==> config.mk <==
export PLATFORM = sky130hd
export DESIGN_NAME = fc_cmd_scheduler
export DESIGN_NICKNAME = d
export VERILOG_FILES = /design/src/rtl/fc_cmd_pkg.sv /design/src/rtl/fc_l1a_throttle.sv /design/src/rtl/fc_cmd_scheduler.sv
export SDC_FILE = /design/constraint.sdc
export NUM_CORES = 1
export LEC_CHECK = 0
export ABC_AREA = 1
export CORE_MARGIN = 1.5
export CORE_UTILIZATION = 40
export DETAILED_ROUTE_END_ITERATION = 12
export PLACE_DENSITY = 0.69
export SLEW_MARGIN = 10
export SYNTH_ARGS = -nofsm -noshare
export SYNTH_HDL_FRONTEND = slang
export SYNTH_SLANG_ARGS = --single-unit
==> constraint.sdc <==
create_clock -name clk_bx -period 3.2 [get_ports clk_bx]
set_input_delay 0.48 -clock clk_bx [delete_from_list [all_inputs] [get_ports clk_bx]]
set_output_delay 0.48 -clock clk_bx [all_outputs]
set_load 0.05 [all_outputs]
==> src/rtl/fc_cmd_pkg.sv <==
// Fast-control command codes and shared constants for the scheduler and the fast_control encoder.
package fc_cmd_pkg;

    localparam int CMD_W         = 4;
    localparam int ORBIT_LEN_DEF = 3564;

    localparam logic [CMD_W-1:0] FC_CMD_BCR    = 4'd1;
    localparam logic [CMD_W-1:0] FC_CMD_L1A    = 4'd2;
    localparam logic [CMD_W-1:0] FC_CMD_CALIB  = 4'd3;
    localparam logic [CMD_W-1:0] FC_CMD_LRESET = 4'd4;

    typedef enum logic {
        IDLE,
        OFFER
    } issue_state_t;

    typedef enum logic [1:0] {
        CAL_IDLE,
        CAL_PEND,
        CAL_WAIT
    } cal_state_t;

endpackage

==> src/rtl/fc_l1a_throttle.sv <==
// L1A bookkeeping: pending-request counter, deadtime counter, saturating drop counter and busy.
module fc_l1a_throttle #(
    parameter int L1A_DEPTH = 4
) (
    input  logic        clk_bx,
    input  logic        reset,
    input  logic        trig_req,
    input  logic        inject_req,
    input  logic        l1a_accept,
    input  logic [7:0]  cfg_deadtime,
    output logic        l1a_elig,
    output logic        busy,
    output logic [15:0] trig_dropped
);

    localparam int PW = $clog2(L1A_DEPTH + 1);
    localparam int CW = PW + 1;

    logic [PW-1:0] pend_q;
    logic [7:0]    dead_q;
    logic [CW-1:0] n_req;
    logic [CW-1:0] room;
    logic [CW-1:0] n_take;
    logic [1:0]    n_drop;

    function automatic logic [15:0] sat_add16(input logic [15:0] a, input logic [1:0] b);
        logic [16:0] s;
        s = {1'b0, a} + 17'(b);
        return s[16] ? 16'hFFFF : s[15:0];
    endfunction

    // Room is judged against the count held before this cycle's acceptance.
    always_comb begin
        n_req  = CW'(trig_req) + CW'(inject_req);
        room   = CW'(L1A_DEPTH) - {1'b0, pend_q};
        n_take = (n_req > room) ? room : n_req;
        n_drop = 2'(n_req - n_take);
    end

    assign l1a_elig = (pend_q != '0) && (dead_q == 8'd0);

    always_ff @(posedge clk_bx) begin
        if (reset) begin
            pend_q       <= '0;
            dead_q       <= 8'd0;
            trig_dropped <= 16'd0;
            busy         <= 1'b0;
        end else begin
            pend_q       <= pend_q + PW'(n_take) - PW'(l1a_accept);
            trig_dropped <= sat_add16(trig_dropped, n_drop);
            busy         <= (pend_q >= PW'(L1A_DEPTH - 1)) || (dead_q != 8'd0);
            if (l1a_accept)
                dead_q <= cfg_deadtime;
            else if (dead_q != 8'd0)
                dead_q <= dead_q - 8'd1;
        end
    end

endmodule

==> src/rtl/fc_cmd_scheduler.sv <==
// Fast-control command arbiter (BCR > L1A > LINK_RESET > CALIB) with calibration sequencing.
// Define FC_CMD_STATS_EN to add per-command accepted counters (stat_bcr/l1a/calib/lreset).
module fc_cmd_scheduler
    import fc_cmd_pkg::*;
#(
    parameter int ORBIT_LEN = ORBIT_LEN_DEF,
    parameter int L1A_DEPTH = 4
) (
    input  logic             clk_bx,
    input  logic             reset,
    input  logic             enable,
    input  logic             trig_req,
    input  logic             calib_req,
    input  logic             link_reset_req,
    input  logic [7:0]       cfg_deadtime,
    input  logic [7:0]       cfg_calib_delay,
    output logic             cmd_valid,
    output logic [CMD_W-1:0] cmd_code,
    input  logic             cmd_ready,
    output logic [11:0]      bx_count,
    output logic             busy,
    output logic [15:0]      trig_dropped
`ifdef FC_CMD_STATS_EN
    ,
    output logic [31:0]      stat_bcr,
    output logic [31:0]      stat_l1a,
    output logic [31:0]      stat_calib,
    output logic [31:0]      stat_lreset
`endif
);

    issue_state_t     state_q, state_d;
    cal_state_t       cal_q, cal_d;
    logic [CMD_W-1:0] code_q, code_d;
    logic [7:0]       cal_cnt_q, cal_cnt_d;
    logic             bcr_pend, lrst_pend, l1a_elig;
    logic             accept, inject;

    assign accept    = (state_q == OFFER) && cmd_ready;
    assign cmd_valid = (state_q == OFFER);
    assign cmd_code  = code_q;

    fc_l1a_throttle #(.L1A_DEPTH(L1A_DEPTH)) u_throttle (
        .clk_bx       (clk_bx),
        .reset        (reset),
        .trig_req     (trig_req),
        .inject_req   (inject),
        .l1a_accept   (accept && (code_q == FC_CMD_L1A)),
        .cfg_deadtime (cfg_deadtime),
        .l1a_elig     (l1a_elig),
        .busy         (busy),
        .trig_dropped (trig_dropped)
    );

    always_comb begin
        state_d = state_q;
        code_d  = code_q;
        case (state_q)
            IDLE: begin
                if (enable && (bcr_pend || l1a_elig || lrst_pend || (cal_q == CAL_PEND))) begin
                    state_d = OFFER;
                    if (bcr_pend)       code_d = FC_CMD_BCR;
                    else if (l1a_elig)  code_d = FC_CMD_L1A;
                    else if (lrst_pend) code_d = FC_CMD_LRESET;
                    else                code_d = FC_CMD_CALIB;
                end
            end
            OFFER:   if (cmd_ready) state_d = IDLE;
            default: state_d = IDLE;
        endcase
    end

    always_comb begin
        cal_d     = cal_q;
        cal_cnt_d = cal_cnt_q;
        inject    = 1'b0;
        case (cal_q)
            CAL_IDLE: if (calib_req) cal_d = CAL_PEND;
            CAL_PEND: begin
                if (accept && (code_q == FC_CMD_CALIB)) begin
                    cal_d     = CAL_WAIT;
                    cal_cnt_d = cfg_calib_delay;
                end
            end
            CAL_WAIT: begin
                if (cal_cnt_q == 8'd0) begin
                    inject = 1'b1;
                    cal_d  = CAL_IDLE;
                end else begin
                    cal_cnt_d = cal_cnt_q - 8'd1;
                end
            end
            default: cal_d = CAL_IDLE;
        endcase
    end

    // A new orbit wins over a BCR acceptance landing on the same edge.
    always_ff @(posedge clk_bx) begin
        if (reset) begin
            state_q   <= IDLE;
            code_q    <= '0;
            cal_q     <= CAL_IDLE;
            cal_cnt_q <= 8'd0;
            bx_count  <= 12'd0;
            bcr_pend  <= 1'b0;
            lrst_pend <= 1'b0;
        end else begin
            state_q   <= state_d;
            code_q    <= code_d;
            cal_q     <= cal_d;
            cal_cnt_q <= cal_cnt_d;
            bx_count  <= (bx_count == 12'(ORBIT_LEN - 1)) ? 12'd0 : bx_count + 12'd1;
            if (bx_count == 12'(ORBIT_LEN - 1))
                bcr_pend <= 1'b1;
            else if (accept && (code_q == FC_CMD_BCR))
                bcr_pend <= 1'b0;
            if (accept && (code_q == FC_CMD_LRESET))
                lrst_pend <= 1'b0;
            else if (link_reset_req)
                lrst_pend <= 1'b1;
        end
    end

`ifdef FC_CMD_STATS_EN
    always_ff @(posedge clk_bx) begin
        if (reset) begin
            stat_bcr    <= 32'd0;
            stat_l1a    <= 32'd0;
            stat_calib  <= 32'd0;
            stat_lreset <= 32'd0;
        end else if (accept) begin
            if (code_q == FC_CMD_BCR)    stat_bcr    <= stat_bcr + 32'd1;
            if (code_q == FC_CMD_L1A)    stat_l1a    <= stat_l1a + 32'd1;
            if (code_q == FC_CMD_CALIB)  stat_calib  <= stat_calib + 32'd1;
            if (code_q == FC_CMD_LRESET) stat_lreset <= stat_lreset + 32'd1;
        end
    end
`endif

endmodule

==> impl_results.md, run 1 <==
* Layout cells sized above 1 at 11.82%
* Synth Cell Area at 2998 µm²
* Ys Warns at 0
* Die area at 8023 µm²
* Area share of fa/ha/maj cells after synthesis at 5.927%
* Final Critical Period at 3.016 ns
* Main combinational cell family by area after synthesis: simple AND/OR/NAND/NOR gates
* Worst-skew pair later-pin latency at 0.31 ns
* Syn avg cell area at 6.972 µm²
* Fin crit share at 94.25%
* Count of cell types in the netlist at 38
* Req. time, crit path at 3.46 ns
* Routed met2 length at 3446 µm
* Clock sink count at 56
* Max_cap viols at 0
* Top layer in use: met4
* # setup viols final at 0
* Simple-gate share of the synthesized area at 27.50%
* Mapped Cells at 430
* Largest buffer count on any clock path at 2
* First-pass GRT wire length at 11190 µm
* Vias per Instance at 4.809
* Total Routed Length at 6901 µm
* IO Pins at 57
* Synthesis-stage register bit count at 56
* Maximum VDD drop at 225.4 µV
* Startpoint class of the critical path: flip-flop
* Root Driver: clkbuf_8
* Mux cell area share after synthesis at 0%
* Core box area at 7253 µm²
* Hold/Removal Path Class: flip-flop to flip-flop
* Number of global-route vias before repair at 2622
* H-tree levels at 2
* Crit path max-delay family: simple AND/OR/NAND/NOR gates
* DRT Pass-1 Iters at 4
* Leak at 0.001654 µW
* Cell Pwr Density at 579.4 nW/µm²
* Metal-1 WL at 3221 µm
* Tot GR Track Use at 17.45%
* Slew Limit Fails at 0
* Slew @ Worst Pin at 0.5823 ns
* Port buffer count at 55
* Peak fanout along the critical path at 5
* TritonCTS Buffers at 5
* Status: finished clean
* Leading post-synthesis cells by cell area: dfxtp_1, nand2_1, inv_1
* Initial core utilization at 41.33%
* Clock power frac at 18.0%
* Cell taking the most area after synthesis: dfxtp_1
* Crit path buffers/inverters at 3
* Area Overhead vs Synth at 30.05%
* Setup WS post-layout at 0.1841 ns
* Rows at 31
* Vias post-DR at 2876
* Aggregate global routing overflow at 0
* Compound-gate portion of the synthesized area at 14.48%
* Critical Path Slowest Stage Cell: dfxtp_2
* Antenna violations before repair at 0
* CTS tree: built
* Nets@finish at 534
* Antenna Cells at 0
* Post-synth top area share at 37.40%
* Routed Antenna Nets at 0
* Pint at 1357 µW
* Iter 0 DRT Violations at 113
* Synthesized net count at 466
* Post-DP HPWL at 5035 µm
* Sequential power share at 39.0%
* Critical path's largest stage delay at 0.34 ns
* Critical path type: flip-flop to flip-flop
* Post-synth top flop: dfxtp_1
* Avg WL per Cell at 11.54 µm
* Logic pwr share at 43.0%
* Die height at 89.57 µm
* FMAX at 331.6 MHz
* Hold Fails Final Rpt at 0
* Die X-Extent at 89.57 µm
* Switching portion of total power at 39.91%
* CP cell instances: inv_2 > ha_4 > nand2_2 > nor2_2 > nand3_1 > and2_4 > or2_2 > a21oi_2 > ha_2 > fa_2 > nand2_1 > nor2_2 > nand3_2 > nor4_4 > nand3_2 > buf_6 > o21ai_1 > o21ai_1 > inv_1
* Sw power at 901.5 µW
* Worst EP arrival at 3.28 ns
* Post-Synth XOR/XNOR Area at 3.798%
* Met3 WL at 182 µm
* Reg clk slew, reported paths at 0.11 ns
* Endpoint class of the critical path: flip-flop
* DP Worst Slack at -0.02215 ns
* Max Clock Skew at 0.007598 ns
* Register area share after synthesis at 37.40%
* Placer congestion estimate at 0.8730
* Post-synth EDFFs at 0
* Largest net degree at the start of global routing at 24
* Total Power at 2259 µW
* Relative slew slack at 60.94%
* Asr flop ratio synth at 0%
* # DRC at 0
-- worst register-to-register path, cell delays in order (launching register included) --
cell,delay (ns)
dfxtp_2,0.34
inv_2,0.08
ha_4,0.17
nand2_2,0.06
nor2_2,0.11
nand3_1,0.10
and2_4,0.16
or2_2,0.29
a21oi_2,0.16
ha_2,0.21
fa_2,0.21
nand2_1,0.06
nor2_2,0.15
nand3_2,0.11
nor4_4,0.25
nand3_2,0.14
buf_6,0.15
o21ai_1,0.07
o21ai_1,0.07
inv_1,0.06
-- area by class of cell --
class / instances / area (µm²)
clock buffer: 5 / 68.82
clock inverter: 3 / 26.28
fill: 718 / 3354
inverter: 73 / 274.0
multi-input combinational: 292 / 1609
sequential: 56 / 1126
tap: 99 / 123.9
timing repair buffer: 70 / 670.6
-- synth_stat cells, types with 3 or more instances --
master    count
a211oi_1      3
a21oi_1      33
a31oi_1      10
clkbuf_1      6
dfxtp_1      56
ha_1         11
inv_1        69
nand2_1      86
nand3_1      30
nor2_1       46
nor3_1       10
o21ai_0      21
or2_2         6
xnor2_1       3
xor2_1       10
-- path summary, 6_finish.rpt --
path	slack, ns	startpoint	endpoint	depth (start not counted)
hold reg to reg	0.47	bx_count[0]$_SDFF_PP0_	bx_count[0]$_SDFF_PP0_	1
setup / recovery	0.18	cal_cnt_q[0]$_SDFFE_PP0P_	u_throttle.trig_dropped[13]$_SDFF_PP0_	19
hold / removal	0.47	bx_count[0]$_SDFF_PP0_	bx_count[0]$_SDFF_PP0_	1
setup reg to reg	0.18	cal_cnt_q[0]$_SDFFE_PP0P_	u_throttle.trig_dropped[13]$_SDFF_PP0_	19
-- layout by cell type (no fill, tap or decap), drive strengths merged, types with 2 or more instances in the layout --
cell type and count:
a211oi 3, a21oi 33, a31oi 10, buf 15
clkbuf 5, clkdlybuf4s50 55, clkinv 4, dfxtp 56
fa 2, ha 11, inv 72, nand2 86
nand3 32, nor2 47, nor3 11, nor3b 2
nor4 2, o211ai 2, o21ai 22, or2 6
xnor2 3, xor2 10
-- state kept, by name, indices dropped and copies added (netlist names), 2 cells and up --
| register | cells |
|---|---|
| u_throttle.trig_dropped | 16 |
| bx_count | 12 |
| cal_cnt_q | 8 |
| u_throttle.dead_q | 8 |
| cmd_code | 3 |
| u_throttle.pend_q | 3 |
| cal_q | 2 |
-- per-stage QoR --
step	utilization (%)	cell area [µm²]	hold slack (ns)	std cells	setup TNS, ns
global route	53.75	3899	0.5229	598	-0.2046
global placement	51.10	3706	0.4438	586	0
finish	53.75	3899	0.4728	598	0
floorplan	-	2998	0.4525	430	0
CTS	52.92	3839	0.4776	596	0
detailed placement	51.10	3706	0.4507	586	-0.04915
-- metal layers --
metal  up-vias  GRT usage, %
met1      1318         22.19
met5         -             0
met4         0         5.035
met3         7         3.016
met2        34         30.33
li1       1517             -
-- power by group through the flow --
stage	Clock, µW	Combinational, µW	Sequential (µW)
6_report	407	970	882
5_1_grt	447	1100	895
3_3_place_gp	0	863	888
3_5_place_dp	0	887	890
4_1_cts	427	924	878
2_1_floorplan	0	607	943
-- timing repair --
action,4_1_cts,5_1_grt
buffers inserted,2,2
cloned,0,0
endpoints found under the setup margin,3,16
resized for setup,8,23
hold buffers,0,0
pin swaps,1,10
-- logic make-up after synthesis --
| family | Yosys count |
|---|---|
| XOR/XNOR | 13 |
| flip-flops | 56 |
| adder cells (fa/ha/maj) | 13 |
| AO/OA/AOI/OAI | 77 |
| buffers and inverters | 82 |
| other | 1 |
| AND/OR/NAND/NOR | 188 |
No activity file was read; power rests on OpenSTA's default activity.
==> inputs of run 2 (changes only) <==
--- a/config.mk
+++ b/config.mk
@@ -9,7 +9,7 @@
 export CORE_MARGIN = 1.5
 export CORE_UTILIZATION = 40
 export DETAILED_ROUTE_END_ITERATION = 12
-export PLACE_DENSITY = 0.69
+export PLACE_DENSITY_LB_ADDON = 0.08
 export SLEW_MARGIN = 10
 export SYNTH_ARGS = -nofsm -noshare
 export SYNTH_HDL_FRONTEND = slang
==> impl_results.md, run 2 (same netlist as run 1, synthesis figures left out) <==
* DRT Pass-1 Iters at 4 (unchanged)
* Hold Slack at 0.4770 ns (+0.004293 ns)
* CP cell instances: inv_2 > ha_4 > ha_4 > inv_2 > or2_4 > nor2_4 > nand2_2 > a21oi_2 > ha_2 > fa_2 > nand2_2 > nor2_4 > nand3_4 > nor4_4 > nand3_2 > buf_6 > o21ai_2 > o21ai_1 > inv_1
* Leak at 0.001728 µW (+4.5%)
* First-pass GRT wire length at 10900 µm (-2.6%)
* Area Overhead vs Synth at 35.52%
* Max Clock Skew at 0.01035 ns (+0.002752 ns)
* Cell Pwr Density at 592.3 nW/µm² (+2.2%)
* Root Driver: clkbuf_8
* Tot GR Track Use at 17.01% (-0.44 points)
* Worst EP arrival at 3.35 ns (+0.07 ns)
* Status: finished clean
* Total Power at 2406 µW (+6.5%)
* Slew @ Worst Pin at 0.4972 ns (-0.08509 ns)
* Critical path type: flip-flop to flip-flop
* Layout cells sized above 1 at 16.24% (+4.4 points)
* Vias post-DR at 2901 (+0.87%)
* Core box area at 7253 µm² (unchanged)
* Crit path max-delay family: simple AND/OR/NAND/NOR gates
* RSZ-0062 raised after global routing: yes
* Hold/Removal Path Class: flip-flop to flip-flop
* Endpoint class of the critical path: flip-flop
* R2r worst-path depth at 19 (unchanged)
* Area occupied by multi-input gates at 1677 µm² (+4.2%)
* FF-to-FF setup slack at 0.11 ns (-0.08 ns)
* Flip-flop count of the largest register after layout at 16 (unchanged)
* Total Routed Length at 6905 µm (about the same)
* Sequential cell area at 1130 µm² (+0.33%)
* Fin crit share at 96.60% (+2.4 points)
* Antenna Cells at 0 (unchanged)
* Initial core utilization at 41.33% (unchanged)
* Startpoint class of the critical path: flip-flop
* Worst-skew pair later-pin latency at 0.31 ns (about the same)
* Routed Antenna Nets at 0 (unchanged)
* Relative slew slack at 66.75% (+5.8 points)
* IO Pins at 57 (unchanged)
* Largest Register: u_throttle.trig_dropped
* Die area at 8023 µm² (unchanged)
* Commonest non-fill, non-tap cell in the layout: nand2_1
* Crit path to: u_throttle.trig_dropped[13]$_SDFF_PP0_
* Critical Path Slowest Stage Cell: nor4_4
* RR Startpoint: u_throttle.pend_q[1]$_SDFF_PP0_
* Setup WS post-layout at 0.1088 ns (-0.07534 ns)
* Largest buffer count on any clock path at 2 (unchanged)
* Req. time, crit path at 3.46 ns (about the same)
* Largest net degree at the start of global routing at 25 (+4.2%)
* Worst setup startpoint: u_throttle.pend_q[1]$_SDFF_PP0_
* Die X-Extent at 89.57 µm (unchanged)
* Antenna violations before repair at 0 (unchanged)
* Critical path's largest stage delay at 0.37 ns (+0.03 ns)
* Rows at 31 (unchanged)
* Fin Setup TNS at 0 ns (unchanged)
* Max_cap viols at 0 (unchanged)
* TritonCTS Buffers at 5 (unchanged)
* Hold Fails Final Rpt at 0 (unchanged)
* Peak fanout along the critical path at 4 (-1)
* Iter 0 DRT Violations at 97 (-14%)
* Finished Core Util at 56.01% (+2.3 points)
* Die height at 89.57 µm (unchanged)
* Fill cells at 731 (+1.8%)
* Maximum VDD drop at 229.1 µV (+1.6%)
* Final Critical Period at 3.091 ns (+0.07534 ns)
* Reg-to-Reg End: u_throttle.trig_dropped[13]$_SDFF_PP0_
* CTS tree: built
* Avg WL per Cell at 11.32 µm (-1.9%)
* Reg clk slew, reported paths at 0.11 ns (about the same)
* Aggregate global routing overflow at 0 (unchanged)
* Most frequent cells in the layout: nand2_1, inv_1, clkdlybuf4s50_1
* Nets@finish at 546 (+2.2%)
* Number of global-route vias before repair at 2569 (-2.0%)
* Slew Limit Fails at 0 (unchanged)
* Crit path buffers/inverters at 4 (+1)
* Cell count along the critical path at 19 (unchanged)
* Clock sink count at 56 (unchanged)
* Port buffer count at 55 (unchanged)
* DP Worst Slack at 0.02230 ns (+0.04445 ns)
* Placer congestion estimate at 0.8206 (-6.0%)
* Vias per Instance at 4.756 (-1.1%)
* Regs by FF count: u_throttle.trig_dropped (16), bx_count (12)
* H-tree levels at 2 (unchanged)
* Post-DP HPWL at 4894 µm (-2.8%)
* # DRC at 0 (unchanged)
* # setup viols final at 0 (unchanged)
* FMAX at 323.5 MHz (-2.4%)
[run 2: cell count changes in the layout (fill, tap and decap cells not counted), moves of 2 or more]
cell and delta:
nor2_4 +2, nand3_1 -3, nand3_2 +2, buf_4 +12, clkinv_4 -2, ha_4 +2, clkinvlp_4 +2, inv_2 +2
nor2_2 -2, inv_1 -2, dfxtp_1 -3, dfxtp_2 +3
[run 2: where the power goes]
group          internal, µW  total [µW]  switching [µW]
sequential              807         880            73.6
combinational           497        1110             615
clock                   176         414             238
total                  1480        2410             927
[run 2: worst min path at each step]
stage / start / end / slack (ns) / cells past startpoint
floorplan: bcr_pend$_SDFFE_PP0P_ / bcr_pend$_SDFFE_PP0P_ / 0.45 / 2
global placement: bx_count[0]$_SDFF_PP0_ / bx_count[0]$_SDFF_PP0_ / 0.45 / 1
detailed placement: bx_count[0]$_SDFF_PP0_ / bx_count[0]$_SDFF_PP0_ / 0.45 / 1
CTS: bx_count[0]$_SDFF_PP0_ / bx_count[0]$_SDFF_PP0_ / 0.48 / 1
global route: cal_cnt_q[5]$_SDFFE_PP0P_ / cal_cnt_q[5]$_SDFFE_PP0P_ / 0.52 / 2
finish: bx_count[0]$_SDFF_PP0_ / bx_count[0]$_SDFF_PP0_ / 0.48 / 1
[run 2: repair_timing]
item,4_1_cts,5_1_grt
setup buffers,0,12
endpoints found under the hold margin,0,0
setup endpoints to repair,0,17
resized for setup,0,49
hold buffers,0,0
[run 2: per-stage QoR]
stage          cells  instance area [µm²]
2_1_floorplan    430                 2998
3_3_place_gp     589                 3729
3_5_place_dp     589                 3729
4_1_cts          597                 3826
5_1_grt          610                 4063
6_report         610                 4063
[run 2: layer usage]
layer  routed length [µm]  vias up  track usage, %
li1                     -     1541               -
met1                 3442     1316           23.13
met2                 3215       40           27.95
met3                  229        4           3.565
met4                   18        0           3.497
met5                    0        -               0
[run 2: area by class of cell]
type	instances	share of cell area (%)
multi-input cells	292	41.27
flip-flops and latches	56	27.81
repair buffers	82	18.72
inverters	73	6.745
well taps	99	3.049
clock buffers	6	2.033
clock inverters	2	0.3696
==> inputs of run 3 (changes only) <==
--- a/config.mk
+++ b/config.mk
@@ -9,8 +9,10 @@
 export CORE_MARGIN = 1.5
 export CORE_UTILIZATION = 40
 export DETAILED_ROUTE_END_ITERATION = 12
+export GPL_TIMING_DRIVEN = 1
 export PLACE_DENSITY_LB_ADDON = 0.08
 export SLEW_MARGIN = 10
 export SYNTH_ARGS = -nofsm -noshare
 export SYNTH_HDL_FRONTEND = slang
+export SYNTH_HIERARCHICAL = 1
 export SYNTH_SLANG_ARGS = --single-unit
==> impl_results.md, run 3 <==
* Routed Antenna Nets at 0 (unchanged)
* CP cell instances: inv_2 > ha_4 > nand3_4 > nor3_4 > ha_2 > inv_2 > nand2_2 > nand2_2 > nand2_2 > nand2_2 > nor2_2 > o21bai_1 > inv_1 > ha_1 > inv_1 > ha_2 > inv_2 > fa_2 > xnor2_2 > nand3_1 > nand2_1 > nor2_1
* Leak at 0.001815 µW (+5.0%)
* Regs by FF count: u_throttle/trig_dropped (16), bx_count (12)
* Most frequent cells in the layout: nand2_1, inv_1, clkdlybuf4s50_1
* Largest buffer count on any clock path at 2 (unchanged)
* Fin crit share at 95.34% (-1.3 points)
* Hold_buf cts at 0 (unchanged)
* Core box area at 7848 µm² (+8.2%)
* Most frequent cell after synthesis: nand2_1
* DRT Pass-1 Iters at 4 (unchanged)
* Clock sink count at 56 (unchanged)
* Max_cap viols at 0 (unchanged)
* Critical Path Most Common Cell: nand2_2
* H-tree levels at 2 (unchanged)
* Req. time, crit path at 3.41 ns (-0.05 ns)
* Setup WS post-layout at 0.1492 ns (+0.04048 ns)
* Hold/Removal Path Class: flip-flop to flip-flop
* Number of global-route vias before repair at 3052 (+19%)
* Reg clk slew, reported paths at 0.12 ns (about the same)
* Hold Fails Final Rpt at 0 (unchanged)
* Initial core utilization at 41.93% (+0.60 points)
* Die area at 8780 µm² (+9.4%)
* Commonest non-fill, non-tap cell in the layout: nand2_1
* Flip-flop count of the largest register after layout at 16 (unchanged)
* Nets@finish at 606 (+11%)
* First-pass GRT wire length at 13100 µm (+20%)
* Post-synth top area share at 34.07% (-3.3 points)
* Count of cell types in the netlist at 42 (+11%)
* Antenna violations before repair at 0 (unchanged)
* DP Worst Slack at -0.1407 ns (-0.1630 ns)
* Layer with the highest usage: met2
* FMAX at 327.8 MHz (+1.3%)
* Largest Register: u_throttle/trig_dropped
* Placed instance count at 655 (+11%)
* Leading post-synthesis cells by cell area: dfxtp_1, nand2_1, inv_1
* Aggregate global routing overflow at 0 (unchanged)
* Mapped Cells at 477 (+11%)
* Register area share after synthesis at 34.07% (-3.3 points)
* Port buffer count at 55 (unchanged)
* Total Power at 2467 µW (+2.5%)
* Final Critical Period at 3.051 ns (-0.04048 ns)
* Antenna Cells at 0 (unchanged)
* Cell taking the most area after synthesis: dfxtp_1
* Area Overhead vs Synth at 33.31%
* Total Routed Length at 7661 µm (+11%)
* Final instance area at 4387 µm² (+8.0%)
* Slew Limit Fails at 0 (unchanged)
* Slew @ Worst Pin at 0.5028 ns (+0.005643 ns)
* Startpoint class of the critical path: flip-flop
* Largest net degree at the start of global routing at 29 (+16%)
* Most common library cells after synthesis: nand2_1, inv_1, dfxtp_1
* Ys Warns at 6 (+6)
* Layout cells sized above 1 at 17.96% (+1.7 points)
* Worst EP arrival at 3.26 ns (-0.09 ns)
* Met1 Use GR at 23.02% (-0.11 points)
* Root Driver: clkbuf_8
* Met3 Use GR at 2.832% (-0.73 points)
* Status: finished clean
* Critical path's largest stage delay at 0.36 ns (about the same)
* Post-DP HPWL at 5773 µm (+18%)
* M2 GR Usage at 32.61% (+4.7 points)
* Peak fanout along the critical path at 4 (unchanged)
* Die X-Extent at 93.70 µm (+4.6%)
* RSZ-0062 raised after global routing: yes
* IO Pins at 57 (unchanged)
* CTS tree: built
* Vias per Instance at 4.831 (+1.6%)
* Post-synth top flop: dfxtp_1
* Max Clock Skew at 0.01279 ns (+0.002441 ns)
* Avg WL per Cell at 11.43 µm (+1.0%)
* Rows at 32 (+3.2%)
* Tot GR Track Use at 18.38% (+1.4 points)
* Synthesis-stage register bit count at 56 (unchanged)
* # setup viols final at 0 (unchanged)
* Relative slew slack at 66.37% (-0.38 points)
* Cell Pwr Density at 562.5 nW/µm² (-5.0%)
* Synth Cell Area at 3291 µm² (+9.8%)
* Post-synth EDFFs at 0 (unchanged)
* # DRC at 0 (unchanged)
* TritonCTS Buffers at 5 (unchanged)
* Worst-skew pair later-pin latency at 0.32 ns (about the same)
* Iter 0 DRT Violations at 75 (-23%)
* Die height at 93.70 µm (+4.6%)
* Non-Filler Instances at 670 (+9.8%)
* Critical Path Slowest Stage Cell: fa_2
* Synthesized net count at 516 (+11%)
* Syn avg cell area at 6.899 µm² (-1.0%)
* Placer congestion estimate at 0.9553 (+16%)
* Critical path type: flip-flop to flip-flop
* Post-DP Area at 4141 µm² (+11%)
* Asr flop ratio synth at 0% (unchanged)
* Endpoint class of the critical path: flip-flop
* Maximum VDD drop at 431.0 µV (+88%)
* Fin Setup TNS at 0 ns (unchanged)
* Vias post-DR at 3237 (+12%)
## run 3: changes by cell type after synthesis, sizes merged, moves of 3 or more
cell and change:
nor2 +15, nand2 +13, nand4 +9, o21ai +7, inv +6, a211oi -3, buf +3, clkbuf -3
ha +3
## run 3: what timing repair did
action,in CTS,in global routing
pin swaps,5,12
setup buffers,1,5
resized for setup,7,25
cloned,0,1
setup endpoints to repair,16,17
## run 3: per-stage QoR
stage / util (%) / hold slack [ns]
floorplan: - / 0.4475
global placement: 52.77 / 0.4445
detailed placement: 52.77 / 0.4542
CTS: 54.42 / 0.4838
global route: 55.90 / 0.5138
finish: 55.90 / 0.4789
## run 3: area by class of cell
type	instances	area, µm²
clock buffer	5	68.82
clock inverter	3	25.02
fill	792	3461
inverter	79	304.0
multi-input combinational	334	1917
sequential	56	1124
tap	102	127.6
timing repair buffer	91	820.8
## run 3: power breakdown
group          internal (µW)  total [µW]  switching, µW
clock                    160         416            256
sequential               790         860           69.4
combinational            491        1190            700
total                   1440        2470           1030
## run 3: logic make-up after synthesis
group	share of synthesized area, %
AOI/OAI and AO/OA	13.31
xor gates and xnor gates	2.928
adders and majority gates	6.540
buffers and inverters	10.95
DFF	34.07
muxes	0.3042
other	0.1140
and+or+nand+nor	31.79
## run 3: worst paths after layout
check	start	end	slack, ns	depth (start not counted)
worst max register to register	cal_cnt_q[1]$_SDFFE_PP0P_	u_throttle/pend_q[2]$_SDFF_PP0_	0.15	22
worst min-delay path	bx_count[0]$_SDFF_PP0_	bx_count[0]$_SDFF_PP0_	0.48	1
worst min register to register	bx_count[0]$_SDFF_PP0_	bx_count[0]$_SDFF_PP0_	0.48	1
worst max-delay path	cal_cnt_q[1]$_SDFFE_PP0P_	u_throttle/pend_q[2]$_SDFF_PP0_	0.15	22
## run 3: critical path, delay by kind of cell, from the launching register on
kind            cells  cell delay [ns]
fa+ha+maj           5             1.20
compound gates      1             0.14
flops               1             0.34
xor+xnor            1             0.15
simple gates       10             0.82
buf+inv             5             0.30
## run 3: layer usage
metal	part of all wire (%)	vias to the layer above
li1	-	1712
met1	49	1465
met2	47	52
met3	3.0	8
met4	1.1	0
met5	0	-
